<file path="src/rtl/uart_tx_fifo_if.sv">
// Byte-push handshake plus serial/status outputs of uart_tx_fifo.
// master drives bytes in; slave is the transmitter.
interface uart_tx_fifo_if #(
  parameter int FIFO_DEPTH = 4
) ();
  logic [7:0]                    tx_data;
  logic                          tx_valid;
  logic                          tx_ready;
  logic                          tx;
  logic                          busy;
  logic [$clog2(FIFO_DEPTH):0]   fifo_count;

  modport master (
    output tx_data, tx_valid,
    input  tx_ready, tx, busy, fifo_count
  );

  modport slave (
    input  tx_data, tx_valid,
    output tx_ready, tx, busy, fifo_count
  );
endinterface

</file>
<file path="src/rtl/uart_tx_fifo.sv">
// 8N1 UART transmitter behind a byte FIFO; the first start bit reaches tx 2 clocks after a push into an idle block.
// tx_ready drops while the FIFO is full; queued bytes go out back-to-back with no idle gap.
module uart_tx_fifo #(
  parameter int CLK_FREQ   = 100000000,
  parameter int BAUD       = 115200,
  parameter int BIT_CYCLES = CLK_FREQ / BAUD,
  parameter int FIFO_DEPTH = 4
) (
  input  logic          i_clk,
  input  logic          i_rst_n,
  uart_tx_fifo_if.slave s_if
);
  localparam int CW = (BIT_CYCLES > 1) ? $clog2(BIT_CYCLES) : 1;
  localparam int AW = $clog2(FIFO_DEPTH);
  localparam int NW = AW + 1;
  localparam logic [CW-1:0] LAST_CYC = CW'(BIT_CYCLES - 1);

  typedef enum logic [1:0] {IDLE, START, DATA, STOP} state_t;

  state_t          r_state;
  logic [CW-1:0]   r_cyc;
  logic [2:0]      r_bit;
  logic [7:0]      r_shift;
  logic            r_tx;
  logic [7:0]      r_mem [FIFO_DEPTH];
  logic [AW-1:0]   r_wptr;
  logic [AW-1:0]   r_rptr;
  logic [NW-1:0]   r_count;

  logic w_ready;
  logic w_push;
  logic w_not_empty;
  logic w_bit_end;
  logic w_pop;

  assign w_ready     = (r_count < NW'(FIFO_DEPTH));
  assign w_push      = s_if.tx_valid && w_ready;
  assign w_not_empty = (r_count != '0);
  assign w_bit_end   = (r_cyc == LAST_CYC);
  // A byte pushed into an empty FIFO is only visible to the pop on the following edge.
  assign w_pop       = w_not_empty && ((r_state == IDLE) || ((r_state == STOP) && w_bit_end));

  assign s_if.tx_ready   = w_ready;
  assign s_if.tx         = r_tx;
  assign s_if.busy       = (r_state != IDLE);
  assign s_if.fifo_count = r_count;

  always_ff @(posedge i_clk) begin
    if (w_push) r_mem[r_wptr] <= s_if.tx_data;
  end

  always_ff @(posedge i_clk or negedge i_rst_n) begin
    if (!i_rst_n) begin
      r_wptr  <= '0;
      r_rptr  <= '0;
      r_count <= '0;
    end else begin
      if (w_push) r_wptr <= r_wptr + AW'(1);
      if (w_pop)  r_rptr <= r_rptr + AW'(1);
      r_count <= r_count + NW'(w_push) - NW'(w_pop);
    end
  end

  always_ff @(posedge i_clk or negedge i_rst_n) begin
    if (!i_rst_n) begin
      r_state <= IDLE;
      r_cyc   <= '0;
      r_bit   <= '0;
      r_shift <= '0;
      r_tx    <= 1'b1;
    end else begin
      // tx trails the state by one clock so every bit lasts exactly BIT_CYCLES.
      case (r_state)
        START:   r_tx <= 1'b0;
        DATA:    r_tx <= r_shift[0];
        default: r_tx <= 1'b1;
      endcase
      case (r_state)
        IDLE: begin
          if (w_pop) begin
            r_shift <= r_mem[r_rptr];
            r_cyc   <= '0;
            r_state <= START;
          end
        end
        START: begin
          if (w_bit_end) begin
            r_cyc   <= '0;
            r_bit   <= '0;
            r_state <= DATA;
          end else begin
            r_cyc <= r_cyc + CW'(1);
          end
        end
        DATA: begin
          if (w_bit_end) begin
            r_cyc   <= '0;
            r_shift <= r_shift >> 1;
            r_bit   <= r_bit + 3'd1;
            if (r_bit == 3'd7) r_state <= STOP;
          end else begin
            r_cyc <= r_cyc + CW'(1);
          end
        end
        STOP: begin
          if (w_bit_end) begin
            r_cyc <= '0;
            if (w_pop) begin
              r_shift <= r_mem[r_rptr];
              r_state <= START;
            end else begin
              r_state <= IDLE;
            end
          end else begin
            r_cyc <= r_cyc + CW'(1);
          end
        end
      endcase
    end
  end
endmodule

</file>
<file path="src/flat_wrapper.sv">
// flat-port wrapper written by rule: the top's interface ports become plain ports
module uart_tx_fifo_flat 
#(
  parameter int CLK_FREQ   = 100000000,
  parameter int BAUD       = 115200,
  parameter int BIT_CYCLES = CLK_FREQ / BAUD,
  parameter int FIFO_DEPTH = 4
)
  (i_clk, i_rst_n, s_if_tx_data, s_if_tx_valid, s_if_tx_ready, s_if_tx, s_if_busy, s_if_fifo_count);
  uart_tx_fifo_if #(.FIFO_DEPTH(FIFO_DEPTH)) s_if_i ();
  input  logic i_clk;
  input  logic i_rst_n;
  input wire logic [$bits(s_if_i.tx_data)-1:0] s_if_tx_data;
  input wire logic [$bits(s_if_i.tx_valid)-1:0] s_if_tx_valid;
  output wire logic [$bits(s_if_i.tx_ready)-1:0] s_if_tx_ready;
  output wire logic [$bits(s_if_i.tx)-1:0] s_if_tx;
  output wire logic [$bits(s_if_i.busy)-1:0] s_if_busy;
  output wire logic [$bits(s_if_i.fifo_count)-1:0] s_if_fifo_count;
  assign s_if_i.tx_data = s_if_tx_data;
  assign s_if_i.tx_valid = s_if_tx_valid;
  assign s_if_tx_ready = s_if_i.tx_ready;
  assign s_if_tx = s_if_i.tx;
  assign s_if_busy = s_if_i.busy;
  assign s_if_fifo_count = s_if_i.fifo_count;
  uart_tx_fifo #(.CLK_FREQ(CLK_FREQ), .BAUD(BAUD), .BIT_CYCLES(BIT_CYCLES), .FIFO_DEPTH(FIFO_DEPTH)) u_core (.i_clk(i_clk), .i_rst_n(i_rst_n), .s_if(s_if_i));
endmodule
</file>
<file path="config.mk">
export PLATFORM = sky130hd
export DESIGN_NAME = uart_tx_fifo_flat
export DESIGN_NICKNAME = d
export VERILOG_FILES = /design/src/rtl/uart_tx_fifo_if.sv /design/src/rtl/uart_tx_fifo.sv /design/src/flat_wrapper.sv
export SDC_FILE = /design/constraint.sdc
export NUM_CORES = 1
export LEC_CHECK = 0
export ABC_AREA = 1
export CELL_PAD_IN_SITES_DETAIL_PLACEMENT = 1
export CELL_PAD_IN_SITES_GLOBAL_PLACEMENT = 2
export CORE_ASPECT_RATIO = 0.75
export CORE_MARGIN = 5
export CORE_UTILIZATION = 30
export DETAILED_ROUTE_END_ITERATION = 12
export PLACE_DENSITY = 0.64
export SKIP_CTS_REPAIR_TIMING = 1
export SYNTH_ARGS = -nofsm -noshare
export SYNTH_HDL_FRONTEND = slang
export SYNTH_SLANG_ARGS = --single-unit
export TNS_END_PERCENT = 20
</file>
<file path="constraint.sdc">
create_clock -name i_clk -period 3.1 [get_ports i_clk]
set_input_delay 0.465 -clock i_clk [delete_from_list [all_inputs] [get_ports i_clk]]
set_output_delay 0.465 -clock i_clk [all_outputs]
set_load 0.02 [all_outputs]
</file>
==> results of run 1 <==
-- sequential cells by signal, indices dropped and copies added, names as in the netlist --
signal	cells
u_core.r_state	2
u_core.s_if.tx	1
u_core.r_shift	8
u_core.r_wptr	2
u_core.s_if.fifo_count	3
u_core.r_cyc	10
u_core.r_mem	32
u_core.r_bit	3
u_core.r_rptr	2
-- kinds of logic after synthesis --
logic type      after synthesis  synth area share, %
compound gates               26                 4.76
xor+xnor                      6                 1.72
buf+inv                      40                 5.37
simple gates                163                 24.4
fa+ha+maj                    16                 6.81
flops                        63                 56.9
-- final cells by class --
cell class / count / area [sq um] / area share, %
clock inverter: 7 / 121 / 3.25
clock buffer: 9 / 225 / 6.03
sequential: 63 / 1740 / 46.5
multi-input combinational: 211 / 1150 / 30.8
timing repair buffer: 23 / 213 / 5.69
inverter: 33 / 124 / 3.32
tap: 132 / 165 / 4.42
-- metal layers --
metal / GRT usage, % / vias up / wire [microns]
li1: - / 1078 / -
met3: 3.57 / 8 / 206
met1: 17.9 / 1010 / 3840
met2: 16.7 / 21 / 2830
met5: 0 / - / 0
met4: 4.70 / 0 / 122
-- synth_stat cells --
master / number
nor2_4: 3
nand2_4: 4
a21oi_1: 6
nand3_4: 1
nor2_1: 14
or2_2: 1
clkbuf_8: 1
clkbuf_1: 3
o21ai_1: 1
inv_1: 31
xor2_1: 4
and2_4: 1
nand2_2: 2
dfrtp_1: 30
a21oi_4: 1
inv_2: 2
o22ai_1: 3
nand3_1: 40
buf_2: 3
o21ai_0: 15
dfstp_2: 1
fa_1: 1
nor3_1: 3
xnor2_1: 2
edfxtp_1: 32
nand2_1: 94
ha_1: 15
-- cells in the final DEF (no fill, tap or decap), drive strengths merged --
cell type and instances:
buf 7, bufinv 3, clkbuf 9, a21oi 7
nor2 17, ha 15, o21ai 16, xor2 4
clkdlybuf4s50 16, dfstp 1, fa 1, clkinvlp 3
inv 33, clkinv 1, dfrtp 30, edfxtp 32
xnor2 2, nand3 41, or2 1, and2 1
nor3 3, o22ai 3, nand2 100
-- final timing paths --
check	start	endpoint	slack, ps	cells after the start
worst max-delay path	u_core.r_cyc[0]	u_core.s_if.fifo_count[2]	540	14
worst min-delay path	u_core.r_shift[1]	u_core.r_shift[1]	480	2
worst max register to register	u_core.r_cyc[0]	u_core.s_if.fifo_count[2]	540	14
worst min register to register	u_core.r_shift[1]	u_core.r_shift[1]	480	2
max in group asynchronous	i_rst_n	u_core.s_if.tx	2200	2
min in group asynchronous	i_rst_n	u_core.r_cyc[4]	550	2
-- stage by stage --
step / utilization, % / setup WS, ps / hold slack (ps) / power (mW) / instances
2_1_floorplan: - / 641 / 169 / 1.24 / 314
3_3_place_gp: 34.5 / 620 / 458 / 1.39 / 462
3_5_place_dp: 34.5 / 528 / 468 / 1.40 / 462
4_1_cts: 38.1 / 511 / 481 / 2.57 / 478
5_1_grt: 38.1 / 344 / 511 / 2.66 / 478
6_report: 38.1 / 545 / 481 / 2.53 / 478
-- where the power goes --
group / internal, mW / switching [mW]
sequential: 0.981 / 0.0468
clock: 0.786 / 0.370
combinational: 0.144 / 0.202
total: 1.91 / 0.619
-- critical path: stages, from the launching register on --
cell and delay, ps:
dfrtp_1 430, ha_1 260, nand2_2 90, nor2_4 120, nand3_4 120, nand2_4 130, nand2_4 80, inv_1 80
ha_1 220, inv_1 60, ha_1 130, inv_1 50, fa_1 370, xnor2_1 190, xor2_1 150
==> qor.yml, run 1 <==
drt_iter0_drc: 71
vdd_drop_max_v: 0.000326
vias: 2117
avgSynthCellArea_sq_um: 9.72
start_util_pct: 31.1
wl_microns: 7000
critPathCaptureType: "flip-flop"
die-width_microns: 126
min_period_ps: 2560
fmax_mhz: 391
drive_gt1_share_pct: 11.3
syn-cell-area_sq_um: 3050
status: "complete, no violations"
finalHoldViolCount: 0
setup_viol_count_final: 0
cts_buffers: 9
first_pass_iters: 4
antenna_found_initial: 0
rows: 31
grt_usage_pct: 12.2
period_share_pct: 82.4
slew_viol_final: 0
cts_sinks: 63
grt_pass1_vias: 2240
cp.arrival_ps: 2810
clk_path_buf_depth: 2
stdcell_area_sq_um: 3740
synth.largest_area_cell: "edfxtp_1"
die_area_sq_um: 12300
fp.dieH_microns: 97.3
hpwl_microns: 4950
synth_top_area_share_pct: 31.5
worstSetupStartpointType: "flip-flop"
cap_violations: 0
ys_ff_latch: 63
synth_nets: 341
synth_warnings: 0
fillers: 1102
htreeDepth: 3
via_per_inst: 4.43
port_buffers: 16
fin_worst_skew_ps: 5.91
required_ps: 3350
worst_slew_pin_slew_ps: 515
rsz0062_at_grt: "no"
synthTopCellsByArea: "edfxtp_1, dfrtp_1, nand2_1"
grt-ovfl-total: 0
ys_types: 27
antenna_cells: 0
gp_congestion: 0.720
tns_ps: 0
critPathMaxFanout: 6
fin_nets: 368
antenna_left: 0
drc: 0
grt_max_degree: 32
clock_latency_ps: 330
cts_tree: "done"
holdCritPathClass: "reg2reg"
ios: 17
yosysSeqAreaShare_pct: 56.9
area_growth_pct: 22.4
synthCells: 314
p_leak_nw: 1.64
power_density_nw_per_um2: 677
root_buffer: "clkbuf_16"
core_sq_um: 9810
max_slew_margin_pct: 65.6
postPlaceCellArea_sq_um: 3390
clk_pin_slew_worst_paths_ps: 60
worstSetupPathType: "reg2reg"
grt_pass1_wl_microns: 11700
wl_per_cell_microns: 14.6
No activity file was read; power rests on OpenSTA's default activity.
==> run 2, diff against run 1 <==
PLACE_DENSITY = 0.67   (was 0.64)
clock period = 2.1 ns   (was 3.1 ns; I/O delays follow)
==> run 2 against run 1 <==
Effect of this change: the run now ends with negative setup slack left; clock power is 55% higher; die area stayed put; clock skew is 1.7 ps lower; fmax is 17% higher; worst setup slack worse by 630 ps; power is 55% higher; sequential power is 46% higher; largest cell class unchanged.
==> qor.yml, run 2 (synthesis gave the netlist of run 1 again) <==
first_pass_iters: 4  # unchanged
antenna_left: 0  # unchanged
power_density_nw_per_um2: 984  # +45%
period_share_pct: 104  # +21 points
reg2reg_to: "u_core.s_if.fifo_count[2]"
antenna_cells: 0  # unchanged
grt_usage_pct: 12.4  # +0.24 points
status: "finished with violations"
p_seq_share_pct: 38.3  # -2.3 points
largest-register: "u_core.r_mem"
grt_max_degree: 32  # unchanged
setup_slack_ps: -82.2  # -627 ps
vdd_drop_max_v: 0.000405  # +24%
holdCritPathClass: "in2async"
fmax_mhz: 458  # +17%
r2r-start: "u_core.r_state[0]"
drive_gt1_share_pct: 20.4  # +9.1 points
postPlaceCellArea_sq_um: 3600  # +6.3%
worstSetupPathType: "reg2reg"
worst_slew_pin_slew_ps: 424  # -91.1 ps
rows: 31  # unchanged
grt_pass1_wl_microns: 11700  # +0.24%
antenna_found_initial: 0  # unchanged
fillers: 1094  # -0.73%
p_leak_nw: 1.79  # +9.1%
area_growth_pct: 30.8
port_buffers: 16  # unchanged
cts_tree: "done"
start_util_pct: 31.1  # unchanged
finalHoldViolCount: 0  # unchanged
rrSetupSlack_ps: -80  # -630 ps
clk_path_buf_depth: 2  # unchanged
rsz0062_at_grt: "yes"
reg2regPathDepth: 12  # -2
clock_latency_ps: 330  # about the same
worstSetupStartpointType: "flip-flop"
grt_pass1_vias: 2297  # +2.5%
cts_sinks: 63  # unchanged
setup_viol_count_final: 1  # +1
critPathCaptureType: "flip-flop"
critPathMaxFanout: 3  # -3
violations: "negative setup slack"
fin_worst_skew_ps: 4.25  # -1.67 ps
clk_pin_slew_worst_paths_ps: 50  # about the same
fin_nets: 395  # +7.3%
die_area_sq_um: 12300  # unchanged
wl_microns: 7250  # +3.5%
core_sq_um: 9810  # unchanged
min_period_ps: 2180  # -373 ps
gp_congestion: 0.701  # -2.6%
post-route-util_pct: 40.7  # +2.6 points
max_slew_margin_pct: 71.7  # +6.1 points
final_common_cell: "nand2_1"
top_regs: "u_core.r_mem: 32 flops, u_core.r_cyc: 10 flops, u_core.r_shift: 8 flops"
placed_cells: 489  # +5.8%
cap_violations: 0  # unchanged
place_ws_ps: -165  # -693 ps
largest_reg_flops: 32  # unchanged
wl_per_cell_microns: 14.3  # -2.0%
drt_iter0_drc: 54  # -24%
slew_viol_final: 0  # unchanged
p_int_mw: 3.00  # +57%
via_per_inst: 4.42  # -0.12%
root_buffer: "clkbuf_16"
grt-ovfl-total: 0  # unchanged
final_cell_mix: "nand2_1, nand3_1, buf_4"
clkPwrFrac_pct: 45.9  # +0.2 points
power.switching_mw: 0.926  # +50%
switching_share_pct: 23.6  # -0.89 points
power_mw: 3.93  # +55%
cp.arrival_ps: 2390  # -420 ps
required_ps: 2310  # -1040 ps
fin_cells: 505  # +5.6%
stdcell_area_sq_um: 3990  # +6.8%
drc: 0  # unchanged
cts_buffers: 9  # unchanged
die-width_microns: 126  # unchanged
hpwl_microns: 5290  # +6.7%
ios: 17  # unchanged
combPwrFrac_pct: 15.9  # +2.2 points
fp.dieH_microns: 97.3  # unchanged
htreeDepth: 3  # unchanged
vias: 2234  # +5.5%
## run 2: cell count changes in the layout (fill, tap and decap cells not counted), sizes merged
cell and delta:
bufinv +1, buf +27, clkbuf +1, clkdlybuf4s50 -1, clkinvlp -2, dlymetal6s2s +1
## run 2: routing by layer
layer,global-route usage (%),routed length [microns]
met2,17.1,2960
met5,0,0
met4,5.85,159
met3,3.63,234
met1,17.7,3890
## run 2: metrics by stage
step	TNS, ps	hold slack, ps
floorplan	-267	19.4
global placement	-57.1	454
detailed placement	-237	464
CTS	-293	411
global route	-289	445
finish	-82.2	404
## run 2: how the worst max path moves through the flow
stage,depth (start not counted),slack (ps),end,from
floorplan,14,-180,u_core.s_if.fifo_count[2],u_core.r_cyc[0]
global placement,13,-60,u_core.s_if.fifo_count[2],u_core.r_state[0]
detailed placement,13,-170,u_core.s_if.fifo_count[2],u_core.r_state[1]
CTS,13,-180,u_core.s_if.fifo_count[2],u_core.r_state[1]
global route,14,-200,u_core.s_if.fifo_count[2],u_core.r_cyc[0]
finish,12,-80,u_core.s_if.fifo_count[2],u_core.r_state[0]
## run 2: power groups by stage
stage / clock network, mW / logic [mW] / registers [mW]
after global routing: 1.88 / 0.708 / 1.52
after detailed placement: 0 / 0.619 / 1.52
after CTS: 1.85 / 0.622 / 1.50
after floorplan: 0 / 0.262 / 1.57
after global placement: 0 / 0.598 / 1.52
final: 1.80 / 0.623 / 1.50
## run 2: area by class of cell
class	count	area (sq um)	share of cell area, %
flip-flops and latches	63	1740	43.5
clock inverters	6	133	3.32
clock buffers	10	229	5.74
well taps	132	165	4.14
repair buffers	50	418	10.5
multi-input cells	211	1180	29.7
inverters	33	124	3.10
## run 2: worst max-delay path: stages, from the launching register on
cell and delay, ps:
dfrtp_1 400, ha_1 230, nor2_2 130, nor2_2 70, nand2_4 70, inv_2 40, ha_1 260, inv_1 60
ha_1 130, inv_1 50, fa_2 350, xnor2_2 140, xor2_1 140
==> run 3, diff against run 2 <==
DONT_BUFFER_PORTS = 1   (was default)
PLACE_DENSITY = 0.63   (was 0.67)
clock period = 1.85 ns   (was 2.1 ns; I/O delays follow)
==> run 3 against run 2 <==
Effect of this change: the flow still finishes with violations (negative setup slack); first-iteration DRC count up 22%; sequential share of layout area rose by 1.6 points; final cell count shrank 2.4%; clock skew about the same; non-clock buffer count down 12; critical path depth stayed put.
==> qor.yml, run 3 (synthesis gave the netlist of run 1 again) <==
status: "finished with violations"
violations: "negative setup slack"
placed_cells: 474  # -3.1%
min_period_ps: 2210  # +27.3 ps
antenna_found_initial: 0  # unchanged
area_growth_pct: 26.1
vias: 2154  # -3.6%
grt_max_degree: 32  # unchanged
max_slew_margin_pct: 74.3  # +2.5 points
largest-register: "u_core.r_mem"
cp.arrival_ps: 2420  # +30 ps
gp_congestion: 0.706  # +0.63%
cts_tree: "done"
clock_latency_ps: 330  # about the same
largest_reg_flops: 32  # unchanged
tns_ps: -617  # -535 ps
wl_microns: 7150  # -1.3%
via_per_inst: 4.37  # -1.2%
final_common_cell: "nand2_1"
grt-ovfl-total: 0  # unchanged
combPwrFrac_pct: 14.8  # -1.1 points
cts_buffers: 9  # unchanged
core_sq_um: 9810  # unchanged
cap_violations: 0  # unchanged
fmax_mhz: 453  # -1.2%
ios: 17  # unchanged
slew_viol_final: 0  # unchanged
clk_path_buf_depth: 2  # unchanged
place_ws_ps: -421  # -255 ps
drt_iter0_drc: 66  # +22%
p_int_mw: 3.07  # +2.3%
grt_pass1_vias: 2233  # -2.8%
rows: 31  # unchanged
htreeDepth: 3  # unchanged
r2r-start: "u_core.r_state[0]"
antenna_cells: 0  # unchanged
p_leak_nw: 1.74  # -3.0%
power.switching_mw: 1.06  # +14%
fp.dieH_microns: 97.3  # unchanged
critPathMaxFanout: 3  # unchanged
rsz0062_at_grt: "yes"
power_density_nw_per_um2: 1070  # +9.1%
period_share_pct: 119  # +16 points
clkPwrFrac_pct: 44.0  # -1.9 points
endpoint: "u_core.s_if.fifo_count[2]"
start_util_pct: 31.1  # unchanged
critPathCaptureType: "flip-flop"
holdCritPathClass: "in2reg"
finalHoldViolCount: 0  # unchanged
die-width_microns: 126  # unchanged
final_cell_mix: "nand2_1, nand3_1, buf_4"
hold_depth: 0
drc: 0  # unchanged
reg2reg_to: "u_core.s_if.fifo_count[2]"
p_seq_share_pct: 41.1  # +2.8 points
drive_gt1_share_pct: 21.1  # +0.68 points
wl_per_cell_microns: 14.5  # +1.1%
clk_pin_slew_worst_paths_ps: 60  # about the same
worst_slew_pin_slew_ps: 383  # -40.8 ps
worstSetupStartpointType: "flip-flop"
first_pass_iters: 4  # unchanged
switching_share_pct: 25.7  # +2.1 points
port_buffers: 0  # -16
cts_sinks: 63  # unchanged
required_ps: 2060  # -250 ps
hpwl_microns: 5080  # -3.9%
worstSetupPathType: "reg2reg"
cp-startpoint: "u_core.r_state[0]"
fin_worst_skew_ps: 4.29  # +0.0433 ps
setup_viol_count_final: 2  # +1
antenna_left: 0  # unchanged
reg2regPathDepth: 12  # unchanged
setup_slack_ps: -360  # -277 ps
rrSetupSlack_ps: -360  # -280 ps
grt_pass1_wl_microns: 11700  # +0.29%
fin_cells: 493  # -2.4%
root_buffer: "clkbuf_16"
fin_nets: 383  # -3.0%
top_regs: "u_core.r_mem: 32 flops, u_core.r_cyc: 10 flops, u_core.r_shift: 8 flops"
fillers: 1129  # +3.2%
grt_usage_pct: 12.3  # -0.094 points
vdd_drop_max_v: 0.000578  # +43%
die_area_sq_um: 12300  # unchanged
## run 3: how the worst min path moves through the flow
stage,slack [ps],end,start
finish,40,u_core.r_mem[1][3],s_if_tx_data[3]
CTS,-380,u_core.r_shift[7],i_rst_n
global route,20,u_core.r_mem[1][5],s_if_tx_data[5]
floorplan,-20,u_core.r_bit[0],i_rst_n
global placement,-20,u_core.r_wptr[0],i_rst_n
detailed placement,-20,u_core.r_wptr[0],i_rst_n
## run 3: power by group through the flow
| stage | registers (mW) | logic, mW | clock network (mW) |
|---|---|---|---|
| final | 1.70 | 0.612 | 1.82 |
| after global routing | 1.71 | 0.700 | 1.94 |
| after CTS | 1.70 | 0.583 | 1.87 |
| after detailed placement | 1.73 | 0.577 | 0 |
| after global placement | 1.72 | 0.568 | 0 |
| after floorplan | 1.78 | 0.297 | 0 |
## run 3: through the flow
stage / power (mW) / utilization (%) / hold WS, ps / area, sq um
detailed placement: 2.30 / 35.3 / -17.2 / 3460
global route: 4.35 / 39.2 / 19.1 / 3850
global placement: 2.29 / 35.3 / -17.1 / 3460
CTS: 4.15 / 38.6 / -377 / 3790
floorplan: 2.07 / - / -18.1 / 3060
finish: 4.13 / 39.2 / 38.6 / 3850
## run 3: worst max-delay path, cell delays in order, from the launching register on
cell and delay (ps):
dfrtp_1 410, ha_1 230, nor2_1 130, nor2_2 70, nand2_4 80, inv_2 40
ha_1 250, inv_1 60, ha_1 140, inv_1 50, fa_2 350, xnor2_2 150
xor2_1 140
## run 3: routing by layer
metal	up-vias	global-route usage (%)	share of wire [%]
met5	-	0	0
met4	0	4.70	1.7
met3	10	4.12	3.5
met2	22	17.1	41
met1	1013	17.6	54
li1	1109	-	-
## run 3: layout make-up
class	count	area [sq um]	share of cell area, %
Tap cell	132	165	4.29
Clock inverter	6	95.1	2.47
Timing Repair Buffer	38	317	8.23
Sequential cell	63	1740	45.2
Inverter	33	124	3.22
Multi-Input combinational cell	211	1180	30.7
Clock buffer	10	229	5.95
